<file path="src/rtl/blockade_video_out.sv">
// blockade_video_out: Blockade-family video output stage.
// Tracks active-area coordinates, applies the colour-overlay film and emits aligned RGB/sync.

module blockade_video_out #(
  parameter int PIPE_DEPTH = 2,
  parameter int DIM_SHIFT  = 1
) (
  input  logic       clk,
  input  logic       reset,
  input  logic       ce_pix,
  input  logic [1:0] game_mode,
  input  logic       overlay_en,
  input  logic       dim,
  input  logic       video_in,
  input  logic       hsync_in,
  input  logic       vsync_in,
  input  logic       hblank_in,
  input  logic       vblank_in,
  output logic [7:0] r_out,
  output logic [7:0] g_out,
  output logic [7:0] b_out,
  output logic       hs_out,
  output logic       vs_out,
  output logic       hb_out,
  output logic       vb_out,
  output logic       de_out,
  output logic [7:0] x_pos,
  output logic [7:0] y_pos
);

  typedef struct packed {
    logic hs;
    logic vs;
    logic hb;
    logic vb;
  } tmg_t;

  typedef struct packed {
    logic       video;
    logic [1:0] mode;
    logic       ov;
    logic [1:0] band;
  } px_t;

  localparam tmg_t TMG_RST = '{hs: 1'b0, vs: 1'b0, hb: 1'b1, vb: 1'b1};
  localparam px_t  PX_RST  = '{video: 1'b0, mode: 2'd0, ov: 1'b0, band: 2'd0};

  logic [7:0]  x;
  logic [7:0]  y;
  logic        hblank_last;
  logic        hblank_rise;
  tmg_t        tmg [PIPE_DEPTH];
  px_t         px0;
  logic        dim_active;
  logic        vblank_rise;
  logic        lit;
  logic [23:0] band_rgb;
  logic [23:0] pix_rgb;
  logic [23:0] dim_rgb;
  logic [23:0] rgb_q;

  function automatic logic [23:0] band_colour(
    input logic [1:0] mode,
    input logic       ov,
    input logic [1:0] band
  );
    logic [23:0] c;
    c = 24'hFFFFFF;
    if (ov) begin
      case (mode)
        2'd1: begin
          case (band)
            2'd0:    c = 24'hFF0000;
            2'd1:    c = 24'hFFFF00;
            2'd2:    c = 24'h00FF00;
            default: c = 24'h00FFFF;
          endcase
        end
        2'd2: begin
          if (band == 2'd0 || band == 2'd3)
            c = 24'h00FF00;
        end
        2'd3: begin
          if (band == 2'd0)
            c = 24'hFFFF00;
          else if (band == 2'd3)
            c = 24'hFF00FF;
        end
        default: c = 24'hFFFFFF;
      endcase
    end
    return c;
  endfunction

  assign hblank_rise = hblank_in & ~hblank_last;

  // x saturates so a runaway line never wraps back into band 0
  always_ff @(posedge clk) begin
    if (reset) begin
      x           <= '0;
      y           <= '0;
      hblank_last <= 1'b1;
    end else if (ce_pix) begin
      if (hblank_in)
        x <= '0;
      else if (x != 8'hFF)
        x <= x + 8'd1;
      if (vblank_in)
        y <= '0;
      else if (hblank_rise)
        y <= y + 8'd1;
      hblank_last <= hblank_in;
    end
  end

  always_ff @(posedge clk) begin
    if (reset) begin
      for (int i = 0; i < PIPE_DEPTH; i++)
        tmg[i] <= TMG_RST;
    end else if (ce_pix) begin
      tmg[0] <= '{hs: hsync_in, vs: vsync_in,
                  hb: hblank_in, vb: vblank_in};
      for (int i = 1; i < PIPE_DEPTH; i++)
        tmg[i] <= tmg[i-1];
    end
  end

  always_ff @(posedge clk) begin
    if (reset) begin
      px0 <= PX_RST;
    end else if (ce_pix) begin
      px0 <= '{video: video_in, mode: game_mode,
               ov: overlay_en, band: x[7:6]};
    end
  end

  always_comb begin
    band_rgb = band_colour(px0.mode, px0.ov, px0.band);
    lit      = px0.video & ~(tmg[0].hb | tmg[0].vb);
    pix_rgb  = lit ? band_rgb : 24'h000000;
    dim_rgb  = pix_rgb;
    if (dim_active)
      dim_rgb = {pix_rgb[23:16] >> DIM_SHIFT,
                 pix_rgb[15:8]  >> DIM_SHIFT,
                 pix_rgb[7:0]   >> DIM_SHIFT};
  end

  // dim only switches on a frame boundary to avoid mid-frame tearing
  assign vblank_rise = tmg[0].vb & ~tmg[PIPE_DEPTH-1].vb;

  always_ff @(posedge clk) begin
    if (reset) begin
      rgb_q      <= '0;
      dim_active <= 1'b0;
    end else if (ce_pix) begin
      rgb_q <= dim_rgb;
      if (vblank_rise)
        dim_active <= dim;
    end
  end

  assign {r_out, g_out, b_out} = rgb_q;
  assign hs_out = tmg[PIPE_DEPTH-1].hs;
  assign vs_out = tmg[PIPE_DEPTH-1].vs;
  assign hb_out = tmg[PIPE_DEPTH-1].hb;
  assign vb_out = tmg[PIPE_DEPTH-1].vb;
  assign de_out = ~(hb_out | vb_out);
  assign x_pos  = x;
  assign y_pos  = y;

endmodule
</file>
<file path="config.mk">
export PLATFORM = sky130hd
export DESIGN_NAME = blockade_video_out
export DESIGN_NICKNAME = d
export VERILOG_FILES = /design/src/rtl/blockade_video_out.sv
export SDC_FILE = /design/constraint.sdc
export NUM_CORES = 1
export LEC_CHECK = 0
export ABC_AREA = 1
export CAP_MARGIN = 20
export CORE_AREA = 5 5 57 84
export DETAILED_ROUTE_END_ITERATION = 7
export DIE_AREA = 0 0 62 89
export GPL_ROUTABILITY_DRIVEN = 0
export PLACE_DENSITY = 0.81
export SETUP_SLACK_MARGIN = 0.02
export SLEW_MARGIN = 40
export SYNTH_ARGS = -nofsm -noshare
export SYNTH_HDL_FRONTEND = slang
export SYNTH_SLANG_ARGS = --single-unit
</file>
<file path="constraint.sdc">
create_clock -name clk -period 3.4 [get_ports clk]
set_clock_uncertainty 0.05 [all_clocks]
set_input_delay 0.68 -clock clk [delete_from_list [all_inputs] [get_ports clk]]
set_output_delay 0.68 -clock clk [all_outputs]
set_load 0.005 [all_outputs]
</file>
# == After elaboration in Yosys (flattened, before gate mapping) ==
# Memories as Yosys holds them, arrays and structs flattened.
# Index checks and enable logic that the tools add are counted.
# op_classes
add_sub_neg,2
eq_ne,7
n_mux,19
n_bitwise,11
n_reduce_logical,7
# op_table
op,n
$pmux W24 S3,2
$mux W24,4
$mux W16,2
$mux W8,4
$add A8 B1 Y8 const B,2
$eq A2 B2 Y1 const B,4
$mux W4,2
$ne A8 B8 Y1 const B,1
$reduce_and A2 Y1,3
$mux W1,5
$eq A2 B1 Y1 const B,2
$not A1 Y1,4
$or A1 B1 Y1,4
$reduce_bool A2 Y1,2
$and A1 B1 Y1,3
$logic_not A2 Y1,1
$logic_or A1 B1 Y1,1
# totals
register_bits,48
ramBits,8
in_bits,12
out_inout_bits,45
mem_count,1
# mem_list
name,words,width,rd,rd_clocked_by_memory_dff,write_ports,line_no,rtl
tmg,2,4,2,0,2,52,tmg_t tmg [PIPE_DEPTH];

# == Logic depth before layout (Yosys ltp) ==
# depth
ltp_word,7
depth_mapped,9

# == Worst setup path before layout ==
# OpenSTA, ideal clock, no wires.
# synth_path
kind,input port to flip-flop
startpoint,in reset
endpoint,mem tmg[0][0] (netlist bit) (enable)
setup_time_ps,303
t_arrival_ps,1318
required_time_ps,3047
slack_ps,1729
cell_stages,3
path_buffers,1
path_cell_list,buf_6 nor2_1 inv_1
# synth_lines
element,line_no,rtl
start: declaration,9,"input logic reset,"
end: declaration,52,

==> impl.org <==
** Worst setup path
- Delay contributed by the slowest stage of the critical path :: roughly 0.56 ns
- Series of cell instances along the critical path :: clkdlybuf4s50_1 -> nor2_1 -> inv_1
- At the worst endpoint, the arrival time is roughly 2 ns.
- Cell at the slowest stage of the critical path :: sky130_fd_sc_hd__clkdlybuf4s50_1
- The most critical setup path has its startpoint at reset.
- STA puts the critical path data required time at about 3.3 ns.
- Crit path max fanout :: 13
- Critical path type :: in -> reg
- Kind of end point of the critical path :: flip-flop
- Delay-heaviest family, CP :: buffers and inverters
- Crit path launch type :: input port
- The critical path contains buffers and inverters numbering 2 combined.
- The worst register-to-register path begins at x_pos[1].

** Routing
- Wires add up to ~4000 um.
- Number of remaining DRC errors :: 0
- Vias :: 1,669
- In the final routed layout, each cell accounts on average for 12.1 um.
- Via-to-Cell Ratio :: just over 5
- For this run, the detailed router's first-pass iteration total came to 4.
- Antenna violation net count after detailed routing :: 0
- DRT iter0 DRCs :: 41

** Logic synthesis
- After synthesis the netlist holds a flip-flop and latch count of 38.
- Netlist cell types :: 32
- Post-Synthesis Cell Area :: between 0.0015 and 0.002 sq mm
- Top cells by instance count after synthesis :: 53 x sky130_fd_sc_hd__nand2_1, 31 x sky130_fd_sc_hd__inv_1, 30 x sky130_fd_sc_hd__dfxtp_1
- Most used standard cell by instance count after synthesis :: sky130_fd_sc_hd__nand2_1
- Synthesis handed over a netlist of ~240 instances.
- After Yosys synthesis, and, or, nand and nor cells account for between 20 and 30% of the synthesized area.
- Dominant cell type by area after synthesis :: sky130_fd_sc_hd__dfxtp_1
- Synthesized net count :: ~260
- For this run, asynchronously set or reset flops after synthesis account for 0%.
- Post-synth top flop :: sky130_fd_sc_hd__dfxtp_1
- Largest family of logic cells by synthesized area :: simple AND/OR/NAND/NOR gates
- Proportion of synthesized area in mux cells :: 0%
- The synthesized netlist devotes 0.462% of its cell area to XOR and XNOR gates.
- Ranked by total cell area, the synthesized netlist is headed by sky130_fd_sc_hd__dfxtp_1 32%, sky130_fd_sc_hd__edfxtp_1 13%, sky130_fd_sc_hd__nand2_1 10%, sky130_fd_sc_hd__buf_4 7.1%, sky130_fd_sc_hd__inv_1 6.1%.
- Averaged over all synthesized cells, the footprint is approximately 8 sq um.
- Yosys mapped a number of flops with a built-in enable equal to 8.
- Compound-Gate Fraction of Synth Area :: 10.2%
- After Yosys synthesis, full adders, half adders and majority gates account for between 3 and 4% of the synthesized area.
- Fraction of the yosys area taken by sequential cells :: between 40 and 50%
- The synthesized design devotes to its leading area cell type between 30% and 40% of total area.
- Ys Warns :: 0

** Outcome
- The flow ran to the end, and the final reports show no timing, DRC or antenna violations.

** Power and ir drop
- Static leakage :: ~0.94 nW
- Peak VDD IR :: ~0.4 mV
- Internal power consumption :: ~0.00073 W
- The clock network accounts for between 30% and 40% of the total power.
- Relative contribution of combinational cells to total power :: about 8.4%
- PwrDens :: approximately 380 mW/mm^2
- Summing internal, switching and leakage power gives between 0.0009 and 0.001 W.
- Net switching is a little over a fifth of the power.
- Sw Pwr :: slightly below 0.0002 W
- Part of the total power dissipated in sequential elements :: between 50% and 60%

** Placed design
- Buffers placed on the I/O ports in this run total 56.
- Half-perimeter wire length after detailed placement :: approximately 3100 um

** Die
- The floorplan step defined a core boundary enclosing just under 0.004 sq mm.
- Width of the chip :: approximately 62 um
- Height of the die :: between 80 and 90 um
- Starting Density :: between 40% and 50%
- In this run the core area contains 28 standard-cell rows.
- The die covers approximately 0.0055 sq mm.
- Total I/O pin count :: 57

** Timing
- Total of endpoints with negative setup slack in the final report :: 0
- Setup repair after global routing left no endpoint under its margin.
- Measured against its own limit, the worst slew margin works out to 67.9%.
- Transition time of the tightest slew-check pin :: roughly 0.48 ns
- Achievable frequency :: between 400 and 500 MHz
- Share of the cycle needed by the critical path after routing :: about 62%
- Final min period :: 2.12 ns
- Sum of negative setup slack :: 0 ns
- Number of slew-limit violations in the final report :: 0
- Hold violation total from the final report :: 0

** Min path
- Class of the worst hold path :: reg -> reg
- Worst hold path startpoint :: rgb_q[23]

** Clock tree
- Buffers inserted by post-CTS timing repair :: 0
- Clk pin slew, worst setup/hold paths :: 0.07 ns
- The clock passes through at most 2 buffers.
- CTS buffer count :: 5
- In this run the clock root is driven by a sky130_fd_sc_hd__clkbuf_8.
- The number of gates resized after CTS was 0.
- Worst-Skew Late Latency :: roughly 0.29 ns
- Level count of the clock H-tree :: 2
- Clock tree from TritonCTS :: done
- Clk sinks :: 38
- After clock tree synthesis, the flow added hold-fix buffers numbering 0.

** GRT
- Total track usage :: between 10% and 20%
- Initial antenna violation count :: 0
- Largest net degree at the start of global routing :: 16
- Global route total overflow :: 0
- Number of global-route vias before repair :: 1,568
- Global-route wire length before repair :: about 6700 um

** Job
- Max_cap viols :: 0

** Finish
- Compared with the post-synthesis result, the final layout area differs by 30.5%.
- The number of antenna diodes in the final layout is 0.
- Share of cells above drive strength 1 :: roughly 6.3%
- Net count reported at finish :: 303
worst reg2reg max path: cells and delay by family (launching register included):
kind	cells	cell delay, ns
AO/OA/AOI/OAI	1	0.17
adder cells (fa/ha/maj)	1	0.19
flip-flops	1	0.39
AND/OR/NAND/NOR	5	0.69
cell usage in the layout, fill, tap and decap left out, types with 2 or more instances in the layout:
cell | netlist | routed
sky130_fd_sc_hd__nor2_2 | 2 | 2
sky130_fd_sc_hd__edfxtp_1 | 8 | 8
sky130_fd_sc_hd__o22ai_1 | 2 | 2
sky130_fd_sc_hd__ha_1 | 6 | 6
sky130_fd_sc_hd__nand4_1 | 6 | 6
sky130_fd_sc_hd__nand3_1 | 12 | 12
sky130_fd_sc_hd__clkbuf_1 | 0 | 2
sky130_fd_sc_hd__dfxtp_1 | 30 | 30
sky130_fd_sc_hd__o21ai_1 | 2 | 2
sky130_fd_sc_hd__a21oi_1 | 11 | 11
sky130_fd_sc_hd__clkbuf_8 | 0 | 5
sky130_fd_sc_hd__or2_2 | 2 | 2
sky130_fd_sc_hd__clkdlybuf4s50_1 | 0 | 56
sky130_fd_sc_hd__inv_1 | 31 | 31
sky130_fd_sc_hd__nand2_2 | 3 | 3
sky130_fd_sc_hd__nand2_1 | 53 | 53
sky130_fd_sc_hd__nor2_1 | 27 | 27
sky130_fd_sc_hd__o21ai_0 | 12 | 12
per-layer routing:
metal	vias to the layer above	track usage (%)	part of all wire (%)
li1	850	-	-
met1	757	16.6	37
met3	5	3.90	8.1
met4	0	8.88	2.4
met2	57	28.7	53
met5	-	0	0
layout make-up:
type / instances / area [sq um]
Fill cell: 335 / 1450
Sequential cell: 38 / 841
Multi-Input combinational cell: 152 / 788
Timing Repair Buffer: 57 / 568
Tap cell: 45 / 56.3
Clock buffer: 7 / 76.3
Clock inverter: 1 / 30.0
Inverter: 31 / 116
power groups by stage:
stage                     clock network (W)  registers [W]  logic [W]
after floorplan                           0       0.000495  0.0000410
after global placement                    0       0.000496  0.0000766
after detailed placement                  0       0.000496  0.0000783
after CTS                          0.000376       0.000486  0.0000789
after global routing               0.000401       0.000488  0.0000886
final                              0.000366       0.000486  0.0000781
through the flow:
stage	worst slack, ns	cells	utilization, %	hold WS [ns]	area, sq um
2_1_floorplan	1.73	241	-	0.383	1900
3_3_place_gp	0.966	323	60.4	0.391	2370
3_5_place_dp	0.993	323	60.4	0.395	2370
4_1_cts	1.29	331	63.1	0.408	2480
5_1_grt	1.12	331	63.1	0.422	2480
6_report	1.28	331	63.1	0.404	2480
state kept, by name, summed over array words and instances (netlist names):
signal       cells
hblank_last      1
px0              6
x_pos            8
y_pos            8
rgb_q            6
dim_active       1
tmg              8
worst paths after layout:
| path | endpoint | slack (ns) | depth (start not counted) |
|---|---|---|---|
| setup / recovery | tmg[0][6] | 1.28 | 3 |
| hold / removal | rgb_q[23] | 0.40 | 2 |
| setup reg to reg | x_pos[6] | 1.86 | 7 |
| hold reg to reg | rgb_q[23] | 0.40 | 2 |
cells by family after synthesis:
family                   after synthesis
adder cells (fa/ha/maj)                6
buffers and inverters                 51
XOR/XNOR                               1
flip-flops                            38
AO/OA/AOI/OAI                         34
AND/OR/NAND/NOR                      111
No activity file was read; power rests on OpenSTA's default activity.
